==> src/rtl/myproject_mul_share_arb_if.sv <==
// Requester/result bus for the shared 13x11 multiplier arbiter.
// master = compute engines + result sink, slave = arbiter.
interface myproject_mul_share_arb_if #(
    parameter int unsigned NREQ = 4,
    parameter int unsigned ID_W = 2
);
    localparam int unsigned A_W   = 13;
    localparam int unsigned B_W   = 11;
    localparam int unsigned P_W   = 24;
    localparam int unsigned CNT_W = 16;

    logic [NREQ-1:0]     req_valid;
    logic [NREQ-1:0]     req_ready;
    logic [NREQ*A_W-1:0] req_a;
    logic [NREQ*B_W-1:0] req_b;
    logic                res_valid;
    logic                res_ready;
    logic [P_W-1:0]      res_p;
    logic [ID_W-1:0]     res_id;
    logic                idle;
    logic [CNT_W-1:0]    op_count;

    modport master (
        output req_valid, req_a, req_b, res_ready,
        input  req_ready, res_valid, res_p, res_id, idle, op_count
    );

    modport slave (
        input  req_valid, req_a, req_b, res_ready,
        output req_ready, res_valid, res_p, res_id, idle, op_count
    );
endinterface

==> src/rtl/myproject_mul_share_arb.sv <==
// Round-robin arbiter time-sharing one unsigned 13x11 multiplier among NREQ
// requesters through a 2-stage pipeline; products return tagged with requester id.
module myproject_mul_share_arb #(
    parameter int unsigned NREQ = 4,
    parameter int unsigned ID_W = 2
) (
    input  logic                      ap_clk,
    input  logic                      ap_rst_n,
    myproject_mul_share_arb_if.slave  bus
);
    localparam int unsigned A_W   = 13;
    localparam int unsigned B_W   = 11;
    localparam int unsigned P_W   = 24;
    localparam int unsigned CNT_W = 16;

    logic [ID_W-1:0]  r_ptr;
    logic             r_s1_valid;
    logic [A_W-1:0]   r_s1_a;
    logic [B_W-1:0]   r_s1_b;
    logic [ID_W-1:0]  r_s1_id;
    logic             r_res_valid;
    logic [P_W-1:0]   r_res_p;
    logic [ID_W-1:0]  r_res_id;
    logic [CNT_W-1:0] r_op_count;

    logic             w_en;
    logic             w_found;
    logic             w_xfer;
    logic [ID_W-1:0]  w_grant;
    logic [ID_W-1:0]  w_ptr_nxt;
    logic [NREQ-1:0]  w_ready;
    logic [A_W-1:0]   w_a;
    logic [B_W-1:0]   w_b;
    int unsigned      w_idx;

    assign w_en = !r_res_valid || bus.res_ready;

    // First valid requester at or after ptr, wrapping past NREQ-1.
    always_comb begin
        w_found = 1'b0;
        w_grant = '0;
        w_idx   = 0;
        for (int unsigned k = 0; k < NREQ; k++) begin
            w_idx = 32'(r_ptr) + k;
            if (w_idx >= NREQ) begin
                w_idx = w_idx - NREQ;
            end
            if (!w_found && bus.req_valid[ID_W'(w_idx)]) begin
                w_found = 1'b1;
                w_grant = ID_W'(w_idx);
            end
        end
    end

    // Grant is only offered while out of reset and the pipeline can advance.
    always_comb begin
        w_ready = '0;
        w_xfer  = w_found && w_en && ap_rst_n;
        if (w_xfer) begin
            w_ready[w_grant] = 1'b1;
        end
    end

    always_comb begin
        w_a = bus.req_a[32'(w_grant)*A_W +: A_W];
        w_b = bus.req_b[32'(w_grant)*B_W +: B_W];
        if (32'(w_grant) == NREQ - 1) begin
            w_ptr_nxt = '0;
        end else begin
            w_ptr_nxt = w_grant + ID_W'(1);
        end
    end

    // Arbitration pointer and accepted-request counter.
    always_ff @(posedge ap_clk or negedge ap_rst_n) begin
        if (!ap_rst_n) begin
            r_ptr      <= '0;
            r_op_count <= '0;
        end else if (w_xfer) begin
            r_ptr      <= w_ptr_nxt;
            r_op_count <= r_op_count + CNT_W'(1);
        end
    end

    // Stage 1: operand capture; a bubble is inserted when nothing transfers.
    always_ff @(posedge ap_clk or negedge ap_rst_n) begin
        if (!ap_rst_n) begin
            r_s1_valid <= 1'b0;
            r_s1_a     <= '0;
            r_s1_b     <= '0;
            r_s1_id    <= '0;
        end else if (w_en) begin
            r_s1_valid <= w_xfer;
            if (w_xfer) begin
                r_s1_a  <= w_a;
                r_s1_b  <= w_b;
                r_s1_id <= w_grant;
            end
        end
    end

    // Stage 2: full-width product; payload only moves with a real operation.
    always_ff @(posedge ap_clk or negedge ap_rst_n) begin
        if (!ap_rst_n) begin
            r_res_valid <= 1'b0;
            r_res_p     <= '0;
            r_res_id    <= '0;
        end else if (w_en) begin
            r_res_valid <= r_s1_valid;
            if (r_s1_valid) begin
                r_res_p  <= P_W'(r_s1_a) * P_W'(r_s1_b);
                r_res_id <= r_s1_id;
            end
        end
    end

    assign bus.req_ready = w_ready;
    assign bus.res_valid = r_res_valid;
    assign bus.res_p     = r_res_p;
    assign bus.res_id    = r_res_id;
    assign bus.idle      = !r_s1_valid && !r_res_valid;
    assign bus.op_count  = r_op_count;
endmodule
==> src/flat_wrapper.sv <==
// flat-port wrapper written by rule: the top's interface ports become plain ports
module myproject_mul_share_arb_flat 
#(
    parameter int unsigned NREQ = 4,
    parameter int unsigned ID_W = 2
)
  (ap_clk, ap_rst_n, bus_req_valid, bus_req_a, bus_req_b, bus_res_ready, bus_req_ready, bus_res_valid, bus_res_p, bus_res_id, bus_idle, bus_op_count);
  myproject_mul_share_arb_if #(.NREQ(NREQ), .ID_W(ID_W)) bus_i ();
  input  logic ap_clk;
  input  logic ap_rst_n;
  input wire logic [$bits(bus_i.req_valid)-1:0] bus_req_valid;
  input wire logic [$bits(bus_i.req_a)-1:0] bus_req_a;
  input wire logic [$bits(bus_i.req_b)-1:0] bus_req_b;
  input wire logic [$bits(bus_i.res_ready)-1:0] bus_res_ready;
  output wire logic [$bits(bus_i.req_ready)-1:0] bus_req_ready;
  output wire logic [$bits(bus_i.res_valid)-1:0] bus_res_valid;
  output wire logic [$bits(bus_i.res_p)-1:0] bus_res_p;
  output wire logic [$bits(bus_i.res_id)-1:0] bus_res_id;
  output wire logic [$bits(bus_i.idle)-1:0] bus_idle;
  output wire logic [$bits(bus_i.op_count)-1:0] bus_op_count;
  assign bus_i.req_valid = bus_req_valid;
  assign bus_i.req_a = bus_req_a;
  assign bus_i.req_b = bus_req_b;
  assign bus_i.res_ready = bus_res_ready;
  assign bus_req_ready = bus_i.req_ready;
  assign bus_res_valid = bus_i.res_valid;
  assign bus_res_p = bus_i.res_p;
  assign bus_res_id = bus_i.res_id;
  assign bus_idle = bus_i.idle;
  assign bus_op_count = bus_i.op_count;
  myproject_mul_share_arb #(.NREQ(NREQ), .ID_W(ID_W)) u_core (.ap_clk(ap_clk), .ap_rst_n(ap_rst_n), .bus(bus_i));
endmodule
==> config.mk <==
export PLATFORM = sky130hd
export DESIGN_NAME = myproject_mul_share_arb_flat
export DESIGN_NICKNAME = d
export VERILOG_FILES = /design/src/rtl/myproject_mul_share_arb_if.sv /design/src/rtl/myproject_mul_share_arb.sv /design/src/flat_wrapper.sv
export SDC_FILE = /design/constraint.sdc
export NUM_CORES = 1
export LEC_CHECK = 0
export ABC_CLOCK_PERIOD_IN_PS = 5850
export CAP_MARGIN = 15
export CORE_UTILIZATION = 55
export CTS_BUF_LIST = sky130_fd_sc_hd__clkbuf_8 sky130_fd_sc_hd__clkbuf_16
export CTS_CLUSTER_DIAMETER = 120
export DETAILED_ROUTE_END_ITERATION = 8
export PLACE_DENSITY_LB_ADDON = 0.1
export SLEW_MARGIN = 40
export SYNTH_ARGS = -nofsm -noshare
export SYNTH_HDL_FRONTEND = slang
export SYNTH_SLANG_ARGS = --single-unit
==> constraint.sdc <==
create_clock -name ap_clk -period 5.85 [get_ports ap_clk]
set_clock_uncertainty 0.15 [all_clocks]
set_input_delay 0.8775 -clock ap_clk [delete_from_list [all_inputs] [get_ports ap_clk]]
set_output_delay 0.8775 -clock ap_clk [all_outputs]
set_load 0.01 [all_outputs]
### Word level (Yosys, flattened, before mapping)

Cells that the tools add are included.

* shift-type cells: 2
* add/subtract/negate cells: 9
* multipliers: 3
* order comparisons: 10
* equality and inequality tests: 1
* divide/modulo/power cells: 0
* multiplexer cells: 24
* reduce and logical (&&, ||, !) cells: 15
* bitwise logic cells: 0

Operators with widths (count)
* $shiftx 52x7->13: 1
* $shiftx 44x7->11: 1
* $mul 13x11->24: 1
* $mux 2: 9
* $add 16x1->16 const B: 1
* $lt 2x3->1 const B: 5
* $mul 2x4->6 const B: 2
* $ge 3x3->1 const B: 3
* $mux 1: 9
* $bmux 1 s2: 4
* $sub 2x1->2 const B: 4
* $logic_and 1x1->1: 7
* $add 2x2->3 const B: 2
* $logic_not 1->1: 5
* $mux 4: 1
* $reduce_and 2->1: 2
* $add 2x1->3 const B: 1
* $ge 2x3->1 const B: 1
* $add 2x1->2 const B: 1
* $demux 1 s2: 1
* $eq 2x2->1 const B: 1
* $ge 2x1->1 const B: 1
* $logic_or 1x1->1: 1

* logic and storage cells: 73
* memories kept: 0
* output and inout port bits: 48
* RAM bits: 0
* register bits: 72
* latch bits: 0
* bits in read-only memories: 0

### Depth between registers and ports, before layout

Gate-level depths: netlist of run 1.

* depth after elaboration: 19
* mapped depth: 20
* gate-level depth less buffers: 18

### Least setup slack after synthesis of run 1

No wires, ideal clock.

* kind: register to register
* from: register u_core.r_s1_b[4]
* to: register u_core.r_res_p[21] (netlist: u_core.bus.res_p[21])
* data arrival time: 4.918 ns
* setup slack: 0.658 ns
* period minus slack after synthesis: 5.192 ns
* stages on the path, launching flop included: 19
* required time: 5.576 ns
* cell sequence: dfrtp_1 -> clkbuf_1 -> nand2_1 -> fa_1 -> fa_1 -> fa_1 -> inv_1 -> fa_1 -> inv_1 -> fa_1 -> inv_1 -> ha_1 -> clkbuf_1 -> o21a_1 -> o2111ai_1 -> a311oi_1 -> a211oi_2 -> nor4_1 -> a211o_1

* word-level cells in the longest chain between the ends: 1

RTL lines
* start: declaration: line myproject_mul_share_arb.sv:19 `logic [B_W-1:0] r_s1_b;`
* start signal: assignment: line myproject_mul_share_arb.sv:96 `r_s1_b <= w_b;`
* $mul 13x11->24: line myproject_mul_share_arb.sv:111 `r_res_p <= P_W'(r_s1_a) * P_W'(r_s1_b);`
* end signal: assignment: line myproject_mul_share_arb.sv:111
* end: declaration: line myproject_mul_share_arb.sv:22 `logic [P_W-1:0] r_res_p;`

Every way passes these cells.
A chain may end at the register's enable or synchronous reset.

### Worst setup path after layout of run 1

* from: register u_core.r_s1_b[2]
* to: register u_core.r_res_p[21] (netlist: u_core.bus.res_p[21])

Same word-level chain as after synthesis.

==> reports/summary.txt, run 1 <==
Type of the most critical hold path - reg -> reg
Total CTS buffers - 9
Syn_nets - 1120
Post-CTS sizing - 0
Routed via count - 6387
RSZ-0062 raised after global routing - false
Max frequency - 0.182 GHz
Wire per inst - 16.0 µm
Die W - 125 µm
Die area - 0.0156 mm²
# DRC - 2
Tcrit/Tclk final - 94.0%
PortBufs - 150
Slew Limit Fails - 0
Synth Cell Area - 0.00831 mm²
Syn. warnings - 0
CTS tree - yes
Number of global-route vias before repair - 6432
Antenna-violating nets left - 0
Sink Count - 72
All-layer global routing usage - 25.3%
1st-pass router iterations - 8
Startpoint types - flop
CTS root buf - clkbuf_16
Initial antenna violation count - 0
Hold Slack - 0.318 ns
Layout cells sized above 1 - 5.12%
Vias/cell - 5.50
Slew @ Worst Pin - 0.665 ns
Initial core utilization - 56.7%
Postcts setup bufs - 0
IO Pins - 151
Post-Place Cells - 1146
CTS H-tree lvls - 3
Core area - 0.0146 mm²
Crit-path max cell delay - 0.70 ns
Worst endpoint required time - 5.93 ns
Worst skew pair latency - 0.34 ns
Slowest-stage cell, CP - dfrtp_1
Finished Layout Cells - 1161
Post-synth ARST share - 100%
Synthesized instance count - 852
Fin crit period - 5.50 ns
FP Rows - 44
Largest fanout on the critical path - 14
Register area share after synthesis - 21.7%
Seq cells post-synth - 72
Synth unique cells - 49
Violated checks - DRC
Routability-driven placement congestion ratio - 0.877
Grt ovf - 0
Layout Nets - 1241
Worst EP arrival - 5.58 ns
EDFF count, synth - 0
Max_cap viols - 0
Endpoint class of the critical path - flop
Max Root-Sink Buffers - 2
CTS Hold Bufs - 0
Top FF cell, synth - dfrtp_1
Area growth syn-to-layout - 22.9%
Final setup fails - 0
Routed Wire Length - 18500 µm
DR iter-0 viols - 347
Post-Place Cell Area - 0.00989 mm²
Design Area, Final - 0.0102 mm²
Clock-pin slew on the worst setup and hold paths - 0.06 ns
Final setup TNS - 0 ns
Critical path, cell by cell - nand2_1 > fa_1 > fa_1 > fa_1 > inv_1 > fa_1 > inv_1 > fa_1 > inv_1 > ha_1 > o21a_1 > o2111ai_1 > a311oi_1 > a211oi_2 > nor4_1 > a211o_1
CP dominant cell by count - fa_1
N_diodes - 0
Worst slew margin - 55.7%
Largest net degree at the start of global routing - 73
Average size of a mapped cell - 9.75 µm²
DIE HEIGHT - 125 µm
First-pass GRT wire length - 31100 µm
Setup CP Type - reg -> reg
Final hold violations - 0
Outcome - finished with violations
HPWL after DPL - 14600 µm
## layout make-up
type	instances	area [µm²]
Inverter	134	503
Tap cell	184	230
Clock inverter	5	81.3
Multi-Input combinational cell	600	5800
Timing Repair Buffer	156	1550
Sequential cell	72	1800
Fill cell	1170	4440
Clock buffer	10	239
## cell families (layout without fill, tap and decap cells)
family	count (synthesis)	count (layout)	share of synthesized area [%]
AO/OA/AOI/OAI	83	83	6.39
XOR/XNOR	30	30	3.16
adder cells (fa/ha/maj)	165	165	33.7
buffers and inverters	180	305	8.53
flip-flops	72	72	21.7
multiplexers	48	48	10.7
AND/OR/NAND/NOR	274	274	15.8
## layer usage
metal	GRT usage, %	vias to the layer above	share of wire [%]
li1	-	2989	-
met1	34.0	3176	44
met2	42.7	191	50
met3	3.74	31	4.3
met4	7.46	0	2.1
met5	0	-	0
## path summary, 6_finish.rpt
path                                                 start                               end  slack [ns]  cells after the start
max                           u_core.r_s1_b[2]$_DFFE_PN0P_  u_core.bus.res_p[21]$_DFFE_PN0P_        0.35                     16
min                        u_core.bus.res_p[0]$_DFFE_PN0P_   u_core.bus.res_p[0]$_DFFE_PN0P_        0.32                      2
max reg2reg                   u_core.r_s1_b[2]$_DFFE_PN0P_  u_core.bus.res_p[21]$_DFFE_PN0P_        0.35                     16
min reg2reg                u_core.bus.res_p[0]$_DFFE_PN0P_   u_core.bus.res_p[0]$_DFFE_PN0P_        0.32                      2
max in group asynchronous                         ap_rst_n      u_core.r_s1_a[1]$_DFFE_PN0P_        4.54                      2
min in group asynchronous                         ap_rst_n  u_core.bus.res_id[1]$_DFFE_PN0P_        0.56                      2
## placed cells by master (no fill, tap or decap), types with 4 or more instances in the layout
| master | n |
|---|---|
| a21o_1 | 4 |
| a21oi_1 | 19 |
| a31oi_1 | 4 |
| and2_1 | 74 |
| and3_1 | 6 |
| buf_4 | 6 |
| clkbuf_16 | 9 |
| clkdlybuf4s50_1 | 149 |
| dfrtp_1 | 72 |
| fa_1 | 98 |
| ha_1 | 67 |
| inv_1 | 134 |
| mux2_1 | 4 |
| mux2_2 | 20 |
| mux4_1 | 21 |
| nand2_1 | 137 |
| nand2b_1 | 5 |
| nand3_1 | 15 |
| nand4_1 | 6 |
| nor2_1 | 16 |
| nor3_1 | 7 |
| o2111ai_1 | 4 |
| o211ai_1 | 4 |
| o21ai_0 | 26 |
| xnor2_1 | 17 |
| xor2_1 | 13 |
## metrics by stage
stage	setup slack [ns]	util, %
final	0.352	69.7
after detailed placement	0.391	67.5
after global placement	0.508	67.5
after CTS	0.385	69.7
after floorplan	0.658	-
after global routing	0.0745	69.7
## state kept, by name, indices dropped and copies added, names as in the netlist
register	cells
u_core.bus.res_id	2
u_core.r_s1_valid	1
u_core.r_s1_id	2
u_core.bus.op_count	16
u_core.r_ptr	2
u_core.bus.res_valid	1
u_core.r_s1_a	13
u_core.bus.res_p	24
u_core.r_s1_b	11
## worst max-delay path: cells and delay by family (launching register included)
kind                     cells  cell delay, ns
AO/OA/AOI/OAI                5            1.21
adder cells (fa/ha/maj)      6            2.92
buffers and inverters        3            0.17
flip-flops                   1            0.70
AND/OR/NAND/NOR              2            0.22
## cells in the mapped netlist (2+ instances only)
library cell	n	area [µm²]
a211o_1	2	17.5
a211oi_1	3	22.5
a21o_1	4	30.0
a21oi_1	19	95.1
a31oi_1	4	25.0
and2_1	74	463
and3_1	6	37.5
buf_2	2	10.0
buf_6	4	45.0
clkbuf_1	39	146
dfrtp_1	72	1800
fa_1	98	1960
ha_1	67	838
inv_1	133	499
mux2_1	4	45.0
mux2_2	20	225
mux4_1	21	552
mux4_2	3	67.6
nand2_1	137	514
nand2b_1	5	31.3
nand3_1	15	75.1
nand4_1	6	37.5
nor2_1	16	60.1
nor3_1	7	35.0
nor3b_1	2	15.0
nor4_1	2	12.5
o2111ai_1	4	35.0
o211ai_1	4	30.0
o21a_1	3	22.5
o21ai_0	26	130
o21bai_1	2	15.0
o31ai_1	3	22.5
xnor2_1	17	149
xor2_1	13	114
Power of run 1 is left out: the tool's default activity adds up to more than one toggle a clock period on the data nets, which glitch-free logic cannot reach.
==> run 2: changes to the inputs <==
- ABC_CLOCK_PERIOD_IN_PS: 5850 -> 4500
- CAP_MARGIN: 15 -> not set
- CORE_UTILIZATION: 55 -> 49
- SETUP_SLACK_MARGIN: not set -> 0.2
- clock period: 5.85 -> 4.5 ns (I/O delays scaled with it)
==> run 2 against run 1 <==
Compared with the run above:
- the flow finishes with violations (setup timing)
- setup slack worse by 0.77 ns
- core utilization is 0.062 points lower
- global-route usage fell by 1.1 points
- count of clock-buffer cells in the layout down 1
- non-clock buffer count rose by 101
- register-to-register slack worse by 0.77 ns
- critical path type unchanged
==> reports/summary.txt, run 2 (synthesis gave the netlist of run 1 again) <==
Vias/cell - 5.17
Initial antenna violation count - 0
N_diodes - 0
Max Root-Sink Buffers - 2
Critical path, cell by cell - nand2_2 > fa_1 > inv_1 > fa_2 > fa_2 > fa_1 > inv_1 > fa_1 > inv_2 > ha_4 > o21a_1 > o2111ai_2 > a311oi_2 > a211oi_2 > buf_4 > nor3_1 > nand3b_1
First-pass GRT wire length - 33300 µm
Max_cap viols - 0
Crit-path max cell delay - 0.54 ns
FP Rows - 47
HPWL after DPL - 15800 µm
Layout Nets - 1342
CTS H-tree lvls - 3
Core area - 0.0166 mm²
Largest register FFs - 24
Final setup fails - 15
Slew @ Worst Pin - 0.679 ns
Routed Wire Length - 20400 µm
Tcrit/Tclk final - 109%
Max frequency - 0.203 GHz
Area growth syn-to-layout - 39.0%
CTS root buf - clkbuf_16
Type of the most critical hold path - reg -> reg
Initial core utilization - 50.1%
Worst EP arrival - 5.01 ns
Fin crit period - 4.92 ns
Worst slew margin - 54.8%
All-layer global routing usage - 24.3%
Hold Slack - 0.320 ns
Die area - 0.0175 mm²
Outcome - finished with violations
Slew Limit Fails - 0
Number of global-route vias before repair - 6906
CP dominant cell by count - fa_1
Largest fanout on the critical path - 8
Layout cells sized above 1 - 22.2%
Routed via count - 6710
Violated checks - setup timing
Commonest cells after routing, fill and taps aside - clkdlybuf4s50_1 (149), nand2_1 (128), inv_1 (125), fa_1 (93), buf_4 (86)
CTS tree - yes
Largest net degree at the start of global routing - 73
DIE HEIGHT - 132 µm
Sink Count - 72
IO Pins - 151
Worst skew pair latency - 0.36 ns
Worst endpoint required time - 4.59 ns
RSZ-0062 raised after global routing - true
1st-pass router iterations - 4
Worst slack, placed - -0.627 ns
Hold Path Stages - 1
Die W - 132 µm
DR iter-0 viols - 322
Slowest-stage cell, CP - fa_1
Startpoint types - flop
Setup CP Type - reg -> reg
Antenna-violating nets left - 0
Routability-driven placement congestion ratio - 0.804
Wire per inst - 15.7 µm
PortBufs - 150
Endpoint class of the critical path - flop
Final worst slack - -0.418 ns
Path depth of the worst reg2reg path - 17
Final hold violations - 0
Grt ovf - 0
Total CTS buffers - 9
Clock-pin slew on the worst setup and hold paths - 0.07 ns
# DRC - 0
Most common cell after layout, fill and taps aside - clkdlybuf4s50_1
==> run 2: cell count changes in the layout (fill, tap and decap cells not counted), moves of 15 or more <==
cell,delta
buf_4,+80
o21ai_1,+15
buf_6,+19
dfrtp_2,+17
dfrtp_1,-17
o21ai_0,-16
==> run 2: worst max-delay path: cells and delay by family (launching register included) <==
family / cells / cell delay (ns)
AOI/OAI and AO/OA: 4 / 0.80
adders and majority gates: 6 / 2.73
buffers and inverters: 4 / 0.34
DFF: 1 / 0.50
and+or+nand+nor: 3 / 0.28
==> run 2: worst paths after layout <==
check	start	end	slack, ns
min in group asynchronous	ap_rst_n	u_core.bus.op_count[2]$_DFFE_PN0P_	0.35
max in group asynchronous	ap_rst_n	u_core.r_s1_a[1]$_DFFE_PN0P_	3.32
min reg2reg	u_core.bus.op_count[15]$_DFFE_PN0P_	u_core.bus.op_count[15]$_DFFE_PN0P_	0.32
min	u_core.bus.op_count[15]$_DFFE_PN0P_	u_core.bus.op_count[15]$_DFFE_PN0P_	0.32
max	u_core.r_s1_b[4]$_DFFE_PN0P_	u_core.bus.res_p[23]$_DFFE_PN0P_	-0.42
max reg2reg	u_core.r_s1_b[4]$_DFFE_PN0P_	u_core.bus.res_p[23]$_DFFE_PN0P_	-0.42
==> run 2: stage by stage <==
stage                     setup TNS (ns)  std cells  utilization, %  instance area, µm²
after global routing               -6.25       1299            69.6               11500
after CTS                          -3.48       1295            68.5               11400
after floorplan                    -1.96        852               -                8530
final                              -3.69       1299            69.6               11500
after global placement             -5.96       1256            63.9               10600
after detailed placement           -6.74       1256            63.9               10600
==> run 2: cell type report <==
| type | instances | area [µm²] |
|---|---|---|
| sequential | 72 | 1820 |
| timing repair buffer | 257 | 2400 |
| tap | 220 | 275 |
| inverter | 134 | 503 |
| fill | 1309 | 5040 |
| multi-input combinational | 600 | 6250 |
| clock inverter | 7 | 72.6 |
| clock buffer | 9 | 225 |
==> run 2: what timing repair did <==
| action | CTS | global route |
|---|---|---|
| setup buffers | 23 | 4 |
| pin swaps | 59 | 29 |
| gates resized for setup | 81 | 29 |
| endpoints found under the hold margin | 0 | 0 |
| hold buffers | 0 | 0 |
| endpoints found under the setup margin | 17 | 17 |
==> run 2: routing by layer <==
| layer | global-route usage [%] | part of all wire [%] |
|---|---|---|
| met1 | 31.5 | 43 |
| met2 | 42.4 | 52 |
| met3 | 3.61 | 3.9 |
| met4 | 6.45 | 1.5 |
| met5 | 0 | 0 |
Power of run 2 is left out for the same reason.
==> run 3: changes to the inputs <==
- PLACE_DENSITY: not set -> 0.78
- PLACE_DENSITY_LB_ADDON: 0.1 -> not set
- RECOVER_POWER: not set -> 25
==> run 3 against run 2 <==
Compared with the run above:
- the flow finishes with violations (capacitance limit, slew limit, setup timing)
- non-clock buffer count increased by 12
- worst hold slack improved by 0.0090 ns
- sequential share of layout area decreased by 0.20 points
- final area increased by 1.4%
- first-iteration DRC count increased by 2.5%
- critical path type unchanged
- largest cell class unchanged
==> reports/summary.txt, run 3 (synthesis gave the netlist of run 1 again) <==
Critical path, cell by cell - buf_6 > and2_4 > fa_1 > inv_2 > fa_1 > inv_2 > fa_1 > fa_1 > fa_1 > ha_4 > a21oi_2 > o21ai_2 > a211oi_4 > buf_4 > nor3_2 > nand3b_1
1st-pass router iterations - 5
Vias/cell - 5.35
Max frequency - 0.200 GHz
Max Root-Sink Buffers - 2
FP Rows - 47
Largest fanout on the critical path - 5
Worst slack, placed - -0.607 ns
CTS Hold Bufs - 0
Setup CP Type - reg -> reg
Final setup TNS - -5.09 ns
Worst skew pair latency - 0.35 ns
Antenna-violating nets left - 0
Final setup fails - 16
Crit-path max cell delay - 0.59 ns
Fin crit period - 5.00 ns
RSZ-0062 raised after global routing - true
Final hold violations - 0
Number of global-route vias before repair - 7351
Hold Slack - 0.329 ns
Commonest cells after routing, fill and taps aside - clkdlybuf4s50_1 (149), nand2_1 (132), inv_1 (126), buf_4 (96), fa_1 (94)
Initial antenna violation count - 0
Total CTS buffers - 9
Tcrit/Tclk final - 111%
Initial core utilization - 50.1%
Slew @ Worst Pin - 1.88 ns
Wire per inst - 16.5 µm
Worst slew margin - -25.4%
IO Pins - 151
Violated checks - capacitance limit, slew limit, setup timing
Layout Nets - 1354
Area growth syn-to-layout - 40.9%
Layout cells sized above 1 - 23.0%
DIE HEIGHT - 132 µm
Routed Wire Length - 21600 µm
Max_cap viols - 1
CP dominant cell by count - fa_1
Sink Count - 72
Die area - 0.0175 mm²
# DRC - 0
CTS tree - yes
Fillers - 1184
Outcome - finished with violations
Worst endpoint required time - 4.58 ns
Slew Limit Fails - 74
Startpoint types - flop
Grt ovf - 0
Endpoint class of the critical path - flop
Routed via count - 7020
CTS root buf - clkbuf_16
Largest register FFs - 24
Final worst slack - -0.503 ns
First-pass GRT wire length - 34600 µm
Design Area, Final - 0.0117 mm²
N_diodes - 0
All-layer global routing usage - 24.9%
Clock-pin slew on the worst setup and hold paths - 0.07 ns
HPWL after DPL - 15500 µm
Slowest-stage cell, CP - fa_1
DR iter-0 viols - 330
Post-Place Cell Area - 0.0106 mm²
Largest net degree at the start of global routing - 74
Core area - 0.0166 mm²
Worst EP arrival - 5.09 ns
Most common cell after layout, fill and taps aside - clkdlybuf4s50_1
Routability-driven placement congestion ratio - 0.876
Die W - 132 µm
PortBufs - 150
Type of the most critical hold path - reg -> reg
CTS H-tree lvls - 3
## run 3: changes by cell type in the layout (fill, tap and decap cells not counted), moves of 4 or more
cell	delta
buf_4	+10
nand2_1	+4
nand2_2	-4
o21ai_1	-6
o21ai_2	+5
## run 3: area by class of cell
class	count	area (µm²)	share of cell area [%]
clock buffers	9	225	1.92
clock inverters	7	119	1.02
inverters	134	503	4.30
multi-input cells	600	6280	53.6
flip-flops and latches	72	1820	15.6
well taps	220	275	2.35
repair buffers	269	2480	21.2
## run 3: what timing repair did
item	in CTS	in global routing
endpoints found under the hold margin	0	0
pin swaps	42	41
gates resized for setup	57	58
setup endpoints to repair	16	18
buffers inserted	23	13
## run 3: metal layers
layer  track usage [%]  wire length (µm)  vias to the layer above
met5                 0                 0                        -
met4              9.77               779                        0
met3              4.92              1080                       61
met2              44.2             11200                      243
met1              29.8              8510                     3497
li1                  -                 -                     3219
## run 3: final timing paths
check	cells past startpoint	to	slack, ns	from
min in group asynchronous	2	u_core.bus.op_count[5]$_DFFE_PN0P_	0.81	ap_rst_n
worst max register to register	16	u_core.bus.res_p[23]$_DFFE_PN0P_	-0.50	u_core.r_s1_b[7]$_DFFE_PN0P_
worst min register to register	1	u_core.bus.op_count[15]$_DFFE_PN0P_	0.33	u_core.bus.op_count[15]$_DFFE_PN0P_
worst max-delay path	16	u_core.bus.res_p[23]$_DFFE_PN0P_	-0.50	u_core.r_s1_b[7]$_DFFE_PN0P_
max in group asynchronous	2	u_core.r_s1_a[8]$_DFFE_PN0P_	2.14	ap_rst_n
worst min-delay path	1	u_core.bus.op_count[15]$_DFFE_PN0P_	0.33	u_core.bus.op_count[15]$_DFFE_PN0P_
## run 3: metrics by stage
stage,std cells,util [%]
floorplan,852,-
detailed placement,1259,64.0
finish,1311,70.6
global placement,1259,64.0
global route,1311,70.6
CTS,1298,68.6
## run 3: critical path, delay by kind of cell, from the launching register on
kind,cells,cell delay (ns)
AO/OA/AOI/OAI,3,0.63
adder cells (fa/ha/maj),6,2.89
buffers and inverters,4,0.44
flip-flops,1,0.46
AND/OR/NAND/NOR,3,0.31
Power of run 3 is left out for the same reason.
